File: src/rtl/data_bus_responder.sv
// Data-port responder: word RAM plus an MMIO page holding a cycle counter,
// a transmit FIFO drained by valid/ready, and a saturating drop counter.
module data_bus_responder #(
    parameter int n          = 16,
    parameter int RAM_WORDS  = 64,
    parameter int FIFO_DEPTH = 4
) (
    input  logic         clk,
    input  logic         reset,
    input  logic [n-1:0] addr,
    input  logic         memwrite,
    input  logic [n-1:0] writedata,
    output logic [n-1:0] readdata,
    output logic [n-1:0] tx_data,
    output logic         tx_valid,
    input  logic         tx_ready
);

    localparam int AW = $clog2(RAM_WORDS);
    localparam int PW = $clog2(FIFO_DEPTH);
    localparam int CW = PW + 1;

    logic [n-1:0]  mem  [RAM_WORDS];
    logic [n-1:0]  fifo [FIFO_DEPTH];
    logic [PW-1:0] rd_ptr;
    logic [PW-1:0] wr_ptr;
    logic [CW-1:0] count;
    logic [n-1:0]  cycle;
    logic [n-1:0]  drops;
    logic [n-1:0]  status;

    logic is_mmio;
    logic page_hit;
    logic sel_cycle;
    logic sel_status;
    logic sel_tx;
    logic sel_drops;
    logic full;
    logic empty;
    logic push_req;
    logic push;
    logic pop;
    logic drop;
    logic unused_ok;

    assign unused_ok  = addr[0];

    assign is_mmio    = addr[n-1];
    assign page_hit   = is_mmio && (addr[n-2:3] == '0);
    assign sel_cycle  = page_hit && (addr[2:1] == 2'd0);
    assign sel_status = page_hit && (addr[2:1] == 2'd1);
    assign sel_tx     = page_hit && (addr[2:1] == 2'd2);
    assign sel_drops  = page_hit && (addr[2:1] == 2'd3);

    assign full     = (count == CW'(FIFO_DEPTH));
    assign empty    = (count == '0);
    assign pop      = !empty && tx_ready;
    assign push_req = memwrite && sel_tx;
    // A pop on the same edge frees the slot, so a push at full still lands.
    assign push     = push_req && (!full || pop);
    assign drop     = push_req && full && !pop;

    assign tx_valid = !empty;
    assign tx_data  = empty ? '0 : fifo[rd_ptr];

    always_ff @(posedge clk) begin
        if (memwrite && !is_mmio)
            mem[addr[AW:1]] <= writedata;
    end

    always_ff @(posedge clk) begin
        if (push)
            fifo[wr_ptr] <= writedata;
    end

    always_ff @(posedge clk) begin
        if (reset) begin
            rd_ptr <= '0;
            wr_ptr <= '0;
            count  <= '0;
        end else begin
            if (push)
                wr_ptr <= wr_ptr + 1'b1;
            if (pop)
                rd_ptr <= rd_ptr + 1'b1;
            if (push && !pop)
                count <= count + 1'b1;
            else if (pop && !push)
                count <= count - 1'b1;
        end
    end

    // A load counts as this cycle's tick on the loaded value.
    always_ff @(posedge clk) begin
        if (reset)
            cycle <= '0;
        else if (memwrite && sel_cycle)
            cycle <= writedata + 1'b1;
        else
            cycle <= cycle + 1'b1;
    end

    always_ff @(posedge clk) begin
        if (reset)
            drops <= '0;
        else if (memwrite && sel_drops)
            drops <= '0;
        else if (drop && (drops != '1))
            drops <= drops + 1'b1;
    end

    always_comb begin
        status          = '0;
        status[0]       = full;
        status[1]       = empty;
        status[2 +: CW] = count;
    end

    always_comb begin
        readdata = '0;
        unique case (1'b1)
            !is_mmio:   readdata = mem[addr[AW:1]];
            sel_cycle:  readdata = cycle;
            sel_status: readdata = status;
            sel_drops:  readdata = drops;
            default:    readdata = '0;
        endcase
    end

endmodule

File: config.mk
export PLATFORM = sky130hd
export DESIGN_NAME = data_bus_responder
export DESIGN_NICKNAME = d
export VERILOG_FILES = /design/src/rtl/data_bus_responder.sv
export SDC_FILE = /design/constraint.sdc
export NUM_CORES = 1
export LEC_CHECK = 0
export ABC_AREA = 0
export CORE_MARGIN = 3
export CORE_UTILIZATION = 31
export CTS_CLUSTER_DIAMETER = 150
export DETAILED_ROUTE_END_ITERATION = 10
export DONT_BUFFER_PORTS = 1
export PLACE_DENSITY_LB_ADDON = 0.2
export SETUP_SLACK_MARGIN = 0.15
export SKIP_LAST_GASP = 1
export SLEW_MARGIN = 20
export SYNTH_ARGS = -nofsm -noshare
export SYNTH_HDL_FRONTEND = slang
export SYNTH_SLANG_ARGS = --single-unit
File: constraint.sdc
create_clock -name clk -period 8.6 [get_ports clk]
set_clock_uncertainty 0.2 [all_clocks]
set_input_delay 0.86 -clock clk [delete_from_list [all_inputs] [get_ports clk]]
set_output_delay 0.86 -clock clk [all_outputs]
set_load 0.02 [all_outputs]
==> results.yml, run 1 <==
yosys:
  synthTopCellsByArea: "edfxtp_1 (74%), mux4_2 (15%), dfxtp_1 (1.9%), mux2i_1 (1.5%), nor2_1 (1.1%)"
  yosys_warnings: 0
  ys_types: 64
  synth_top_area_share_pct: 73.7
  synth_area_leader_cell: "edfxtp_1"
  synth_flop_cell: "edfxtp_1"
  ys_ff_latch: 1129
  syn_inst: 2105
  async_flop_share_pct: 0
  avgSynthCellArea_um2: 21.1
  ys_seq_area_share_pct: 75.5
  syn-cell-area_um2: 44300
  syn-num-nets: 2149
  synth_edf_count: 1088
clocking:
  postCtsHoldBufs: 3
  clockBufferDepth: 3
  cts_setup_buffers: 0
  numClockSinks: 1129
  cts_resized: 0
  cts_tree: "yes"
  clk_latency_ps: 680
  clk_pin_slew_worst_paths_ps: 70
  cts_root_buffer: "clkbuf_16"
  h-tree-depth: 3
  cts_buffers: 118
route:
  drtAntennaViolNets: 0
  routed-via-count: 21400
  drt_iter0_drc: 2179
  viasPerCell: 5.11
  wl_mm: 116
  drc: 0
  avgRoutedWirePerCell_um: 27.6
  drtPass1Iterations: 6
critical_path:
  critPathLaunchType: "primary input"
  criticalPathCategory: "primary input to output pin"
  crit_arrival_ps: 4130
  critPathCaptureType: "output pin"
  cp_max_fo: 270
  cp_top_family: "multiplexers"
  crit_top_cell: "mux4_2"
  r2r-start: "count[0]"
  slowest_stage: "mux4_2"
  cp_cell_sequence: "mux4_2, mux4_2, mux2i_1, nor2_1, a221oi_1, nand2_1"
  path_buf_inv: 0
  reg2reg_slack_ps: 5830
  critPathMaxStageDelay_ps: 870
  cp-startpoint: "addr[1]"
  worstReg2RegEnd: "count[2]"
  critPathRequiredTime_ps: 7540
  rr_worst_depth: 9
layout:
  final_util_pct: 35.7
  drive_gt1_share_pct: 25.7
  finalNetCount: 2232
  stdcell_count: 4179
  final_cell_mix: "edfxtp_1 (1088), mux4_2 (298), clkbuf_16 (121)"
  final_cell_area_um2: 50600
  syn_to_final_growth_pct: 14.0
  final_common_cell: "edfxtp_1"
  fillCellCount: 13000
sta:
  fin_crit_sh_pct: 60.3
  slew_violations: 32
  final_hold_viol_count: 0
  fin_setup_tns_ps: 0
  maxSlewHeadroom_pct: -3.32
  fmax_ghz: 0.193
  period_needed_ps: 5190
  setup-violations-final: 0
  rsz0062_at_grt: "no"
  worst_pin_slew_ps: 1550
  fin_ws_ps: 3410
  holdWs_ps: 62.6
placement:
  dpl_cell_area_um2: 46800
  routabilityCongestion: 0.875
  placed_cells: 3955
  hpwl_mm: 63.3
  io_buffers: 0
  pre_cts_slack_ps: 4240
floorplanning:
  start_util_pct: 31.3
  die_w_um: 384
  die-area_um2: 148000
  die_h_um: 384
  core_area_um2: 142000
  std_cell_rows: 138
  pin_count: 69
power_and_ir_drop:
  power.leakage_nw: 15.4
  irDropWorstVdd_uv: 183
  p_per_area_nw_per_um2: 230
  power.total_mw: 11.6
min_path:
  holdPathStages: 0
  min_from: "writedata[10]"
  holdPathEnd: "mem[1][10]"
  hp-class: "primary input to flip-flop"
global_routing:
  grt_use_total_pct: 15.6
  grt_pass1_vias: 21900
  overflow: 0
  grt_antenna_before_repair: 2
  grt_start_max_net_pins: 271
  grt_pass1_wl_mm: 165
run:
  drv_cap: 0
outcome:
  violations: "slew limit"
  status: "complete, but fails checks"
[synth_stat cells (all sizes together), types with 8 or more instances]
| cell | n |
|---|---|
| edfxtp | 1088 |
| mux4 | 298 |
| nor2 | 132 |
| buf | 68 |
| mux2i | 65 |
| nand2 | 49 |
| clkbuf | 43 |
| dfxtp | 41 |
| nand3 | 33 |
| o22ai | 22 |
| and2 | 21 |
| nand4 | 21 |
| o21ai | 21 |
| xnor2 | 19 |
| a22oi | 17 |
| xor2 | 16 |
| a21oi | 15 |
| nor3 | 15 |
| inv | 12 |
| a211oi | 10 |
| or3 | 10 |
| mux2 | 8 |
[final cells by class]
class | instances | area (µm²) | share of cell area, %
well taps | 1890 | 2360 | 4.68
repair buffers | 74 | 563 | 1.11
multi-input cells | 853 | 10400 | 20.5
clock inverters | 72 | 607 | 1.20
flip-flops and latches | 1129 | 33500 | 66.3
inverters | 12 | 45.0 | 0.0891
clock buffers | 146 | 3120 | 6.17
diodes | 3 | 7.51 | 0.0148
[state kept, by name (all words and copies together) (netlist names), named ones only]
register,cells
fifo,64
count,3
cycle,16
rd_ptr,2
mem,1024
drops,16
wr_ptr,2
[how the worst max path moves through the flow]
stage,cells past startpoint,end
after global placement,6,readdata[9]
after CTS,6,readdata[9]
after global routing,6,readdata[9]
final,6,readdata[9]
after detailed placement,6,readdata[9]
after floorplan,9,readdata[15]
[where the power goes]
part	leakage (nW)	switching, mW	internal (mW)
clock network	1.82	2.09	2.86
registers	10.1	0.0453	6.06
logic	3.45	0.316	0.258
[kinds of logic (layout without fill, tap and decap cells)]
family | after synthesis | after routing | synth area share [%]
xor gates and xnor gates | 35 | 35 | 0.691
and+or+nand+nor | 317 | 317 | 3.52
buffers and inverters | 123 | 304 | 1.35
DFF | 1129 | 1129 | 75.5
other | 0 | 3 | 0
muxes | 371 | 371 | 16.8
adders and majority gates | 8 | 8 | 0.243
AOI/OAI and AO/OA | 122 | 122 | 1.87
[worst register-to-register path, cell delays in order, from the launching register on]
cell and delay, ps:
dfxtp_1 390, nor3_1 260, inv_1 330, nand2_1 230, ha_1 210, inv_1 70
fa_1 380, xor2_1 160, or3_1 310, a21oi_1 150
[layer usage]
layer / GRT usage (%) / vias to the layer above / part of all wire, %
li1: - / 8972 / -
met1: 21.2 / 11600 / 43
met2: 25.1 / 631 / 48
met3: 4.06 / 168 / 7.2
met4: 3.50 / 0 / 2.0
met5: 0 / - / 0
(Power assumes the default switching activity.)
==> inputs of run 2 (changes only) <==
clock period = 4.2 ns   (was 8.6 ns; I/O delays follow)
==> results.yml, run 2 (synthesis gave the netlist of run 1 again) <==
min_path:
  hp-class: "primary input to flip-flop"
  holdPathEnd: "cycle[6]"
  min_from: "writedata[5]"
  holdPathStages: 4
route:
  drc: 0
  viasPerCell: 5.14
  drt_iter0_drc: 2512
  drtAntennaViolNets: 0
  avgRoutedWirePerCell_um: 28.4
  wl_mm: 121
  routed-via-count: 21800
  drtPass1Iterations: 5
clocking:
  h-tree-depth: 3
  numClockSinks: 1129
  cts_tree: "yes"
  clk_latency_ps: 680
  postCtsHoldBufs: 46
  cts_resized: 0
  cts_root_buffer: "clkbuf_16"
  cts_buffers: 119
  clk_pin_slew_worst_paths_ps: 60
  clockBufferDepth: 3
  cts_setup_buffers: 0
critical_path:
  rr_worst_depth: 9
  cp_max_fo: 270
  critPathRequiredTime_ps: 4530
  worstReg2RegEnd: "cycle[14]"
  crit_arrival_ps: 4510
  criticalPathCategory: "primary input to flip-flop"
  reg2reg_slack_ps: 1340
  r2r-start: "cycle[0]"
  slowest_stage: "nor2b_1"
  critPathMaxStageDelay_ps: 840
  critPathCaptureType: "flip-flop"
  critPathLaunchType: "primary input"
  cp_cell_sequence: "nor2b_1, nand2b_1, nor2_2, buf_4, mux2_2, ha_1, inv_1, nor3_1, o2111a_1, a41oi_1, xnor2_1, dlygate4sd3_1, nor2_1"
floorplanning:
  std_cell_rows: 138
  core_area_um2: 142000
  pin_count: 69
  die_w_um: 384
  start_util_pct: 31.3
  die-area_um2: 148000
  die_h_um: 384
layout:
  largest_reg_flops: 1024
  syn_to_final_growth_pct: 16.0
  finalNetCount: 2297
  final_common_cell: "edfxtp_1"
  final_cell_mix: "edfxtp_1 (1088), mux4_2 (298), clkbuf_16 (121)"
  drive_gt1_share_pct: 26.6
power_and_ir_drop:
  power.total_mw: 24.0
  irDropWorstVdd_uv: 370
  p_per_area_nw_per_um2: 467
  power.leakage_nw: 15.8
sta:
  rsz0062_at_grt: "no"
  fmax_ghz: 0.239
  worst_pin_slew_ps: 1070
  fin_setup_tns_ps: 0
  final_hold_viol_count: 0
  maxSlewHeadroom_pct: 28.5
  slew_violations: 0
  setup-violations-final: 0
  fin_crit_sh_pct: 99.5
  period_needed_ps: 4180
run:
  drv_cap: 0
global_routing:
  grt_pass1_vias: 22400
  grt_start_max_net_pins: 271
  grt_antenna_before_repair: 14
  grt_pass1_wl_mm: 171
  grt_use_total_pct: 16.3
  overflow: 0
placement:
  routabilityCongestion: 0.862
  io_buffers: 0
  hpwl_mm: 63.3
outcome:
  status: "finished clean"
==> run 2: changes by cell type in the layout (fill, tap and decap cells not counted), sizes merged <==
| cell | previous run | this run |
|---|---|---|
| clkbuf | 146 | 142 |
| buf | 71 | 108 |
| clkinv | 52 | 56 |
| clkinvlp | 5 | 2 |
| dlygate4sd3 | 3 | 30 |
| diode | 3 | 11 |
==> run 2: worst max path at each step <==
stage | from | endpoint | slack [ps] | depth (start not counted)
detailed placement | addr[1] | cycle[12] | 630 | 12
finish | addr[1] | cycle[14] | 20 | 13
global route | mem[57][5] | readdata[5] | 210 | 6
floorplan | addr[4] | cycle[12] | 940 | 14
CTS | mem[51][2] | readdata[2] | 450 | 5
global placement | addr[4] | readdata[5] | 670 | 6
==> run 2: layer usage <==
metal / routed length (µm) / vias up / track usage (%)
met5: 10 / - / 0
met4: 2850 / 2 / 3.97
met3: 10300 / 170 / 4.07
met2: 57200 / 742 / 26.2
met1: 50300 / 11800 / 22.2
li1: - / 9111 / -
==> run 2: report_power, final <==
group	leakage [nW]	internal, mW	switching [mW]
Combinational	3.86	0.599	0.857
Sequential	10.1	12.4	0.0901
Clock	1.83	5.84	4.22
Total	15.8	18.8	5.17
==> run 2: worst max-delay path: cells and delay by family <==
kind	cells	cell delay (ps)
XOR/XNOR	1	150
multiplexers	1	170
buffers and inverters	3	910
adder cells (fa/ha/maj)	1	320
AND/OR/NAND/NOR	5	1710
AO/OA/AOI/OAI	2	320
==> run 2: final cells by class <==
| class | instances | area [µm²] |
|---|---|---|
| multi-input combinational | 853 | 10400 |
| antenna | 11 | 27.5 |
| clock buffer | 142 | 3110 |
| clock inverter | 73 | 606 |
| tap | 1890 | 2360 |
| sequential | 1129 | 33500 |
| timing repair buffer | 138 | 1430 |
| inverter | 12 | 45.0 |
| fill | 12900 | 90300 |
==> run 2: per-stage QoR <==
stage | setup WS (ps) | std cells | utilization, % | cell area, µm² | hold WS [ps]
after floorplan | 943 | 2105 | - | 44300 | 271
after global placement | 669 | 3976 | 33.1 | 46900 | 297
after detailed placement | 631 | 3976 | 33.1 | 46900 | 300
after CTS | 451 | 4237 | 36.3 | 51400 | 43.4
after global routing | 210 | 4240 | 36.3 | 51400 | 62.2
final | 19.9 | 4248 | 36.3 | 51400 | 94.8
==> inputs of run 3 (changes only) <==
clock period = 5.4 ns   (was 4.2 ns; I/O delays follow)
==> results.yml, run 3 (synthesis gave the netlist of run 1 again) <==
outcome:
  status: "finished clean"
floorplanning:
  start_util_pct: 31.3
  die-area_um2: 148000
  std_cell_rows: 138
  pin_count: 69
  die_w_um: 384
  core_area_um2: 142000
  die_h_um: 384
sta:
  slew_violations: 0
  maxSlewHeadroom_pct: 23.3
  period_needed_ps: 4200
  fin_crit_sh_pct: 77.7
  fin_setup_tns_ps: 0
  final_hold_viol_count: 0
  fmax_ghz: 0.238
  rsz0062_at_grt: "no"
  setup-violations-final: 0
  worst_pin_slew_ps: 1150
  fin_ws_ps: 1200
layout:
  fillCellCount: 13000
  final_common_cell: "edfxtp_1"
  finalNetCount: 2259
  syn_to_final_growth_pct: 15.4
  final_cell_area_um2: 51200
  final_cell_mix: "edfxtp_1 (1088), mux4_2 (298), clkbuf_16 (121)"
  largest_reg_flops: 1024
  drive_gt1_share_pct: 26.0
route:
  top_layer: "met5"
  drc: 0
  drtAntennaViolNets: 0
  route.met3.wl_mm: 8.62
  avgRoutedWirePerCell_um: 28.3
  routed-via-count: 21500
  wl_met1_mm: 50.9
  wl_met2_mm: 56.8
  drt_iter0_drc: 2301
  drtPass1Iterations: 5
  viasPerCell: 5.12
  wl_mm: 119
run:
  drv_cap: 0
placement:
  hpwl_mm: 63.6
  io_buffers: 0
  routabilityCongestion: 0.893
  dpl_cell_area_um2: 46800
  pre_cts_slack_ps: 1490
clocking:
  cts_setup_buffers: 0
  numClockSinks: 1129
  cts_resized: 0
  h-tree-depth: 3
  cts_tree: "yes"
  cts_buffers: 117
  postCtsHoldBufs: 30
  clk_pin_slew_worst_paths_ps: 60
  clk_latency_ps: 700
  clockBufferDepth: 3
  cts_root_buffer: "clkbuf_16"
critical_path:
  critPathRequiredTime_ps: 4660
  criticalPathCategory: "primary input to output pin"
  cp_max_fo: 268
  critPathCaptureType: "output pin"
  crit_arrival_ps: 3460
  critPathLaunchType: "primary input"
power_and_ir_drop:
  p_comb_share_pct: 5.9
  seqPwrFrac_pct: 51.8
  p_per_area_nw_per_um2: 366
  power.leakage_nw: 15.7
  p_int_mw: 14.8
  irDropWorstVdd_uv: 316
  power.share.switching_pct: 21.3
  switching_power_mw: 4.00
  clock_power_share_pct: 42.3
  power.total_mw: 18.8
global_routing:
  grt_antenna_before_repair: 5
  overflow: 0
  grt_pass1_wl_mm: 168
  grt_pass1_vias: 22200
  grt_start_max_net_pins: 271
  grt_use_total_pct: 16.1
min_path:
  hp-class: "primary input to flip-flop"
-- run 3: cell type report --
cell class / instances / area (µm²) / share of cell area (%)
timing repair buffer: 102 / 1120 / 2.19
clock buffer: 149 / 3130 / 6.12
clock inverter: 70 / 649 / 1.27
antenna: 4 / 10.0 / 0.0196
multi-input combinational: 853 / 10400 / 20.3
tap: 1890 / 2360 / 4.62
sequential: 1129 / 33500 / 65.4
inverter: 12 / 45.0 / 0.0880
-- run 3: critical path: stages --
cell      delay [ps]
mux4_2           550
mux4_2           500
mux2i_1          710
nor2_1           180
a221oi_1         250
nand2_1          240
-- run 3: stage by stage --
| stage | util [%] | std cells | hold WS, ps |
|---|---|---|---|
| 6_report | 36.1 | 4209 | 33.8 |
| 5_1_grt | 36.1 | 4205 | 6.65 |
| 2_1_floorplan | - | 2105 | 271 |
| 3_5_place_dp | 33.0 | 3956 | 328 |
| 4_1_cts | 36.1 | 4205 | 3.26 |
| 3_3_place_gp | 33.0 | 3956 | 301 |
-- run 3: power groups by stage --
stage / combinational (mW) / clock, mW / sequential (mW)
floorplan: 0.828 / 0 / 9.86
global placement: 0.896 / 0 / 9.90
detailed placement: 0.911 / 0 / 9.90
CTS: 1.12 / 8.12 / 9.72
global route: 1.18 / 8.47 / 9.73
finish: 1.11 / 7.93 / 9.72
-- run 3: path summary, 6_finish.rpt --
path / startpoint / to / slack [ps] / cells after the start
hold / removal: writedata[1] / fifo[2][1] / 30 / 1
setup reg to reg: cycle[1] / cycle[14] / 2550 / 9
setup / recovery: addr[2] / readdata[9] / 1200 / 6
hold reg to reg: drops[11] / drops[11] / 350 / 2
-- run 3: routing by layer --
metal	GRT usage, %	vias to the layer above
met5	0	-
met1	22.0	11700
met2	26.0	665
met4	3.92	2
met3	3.83	163
li1	-	9028
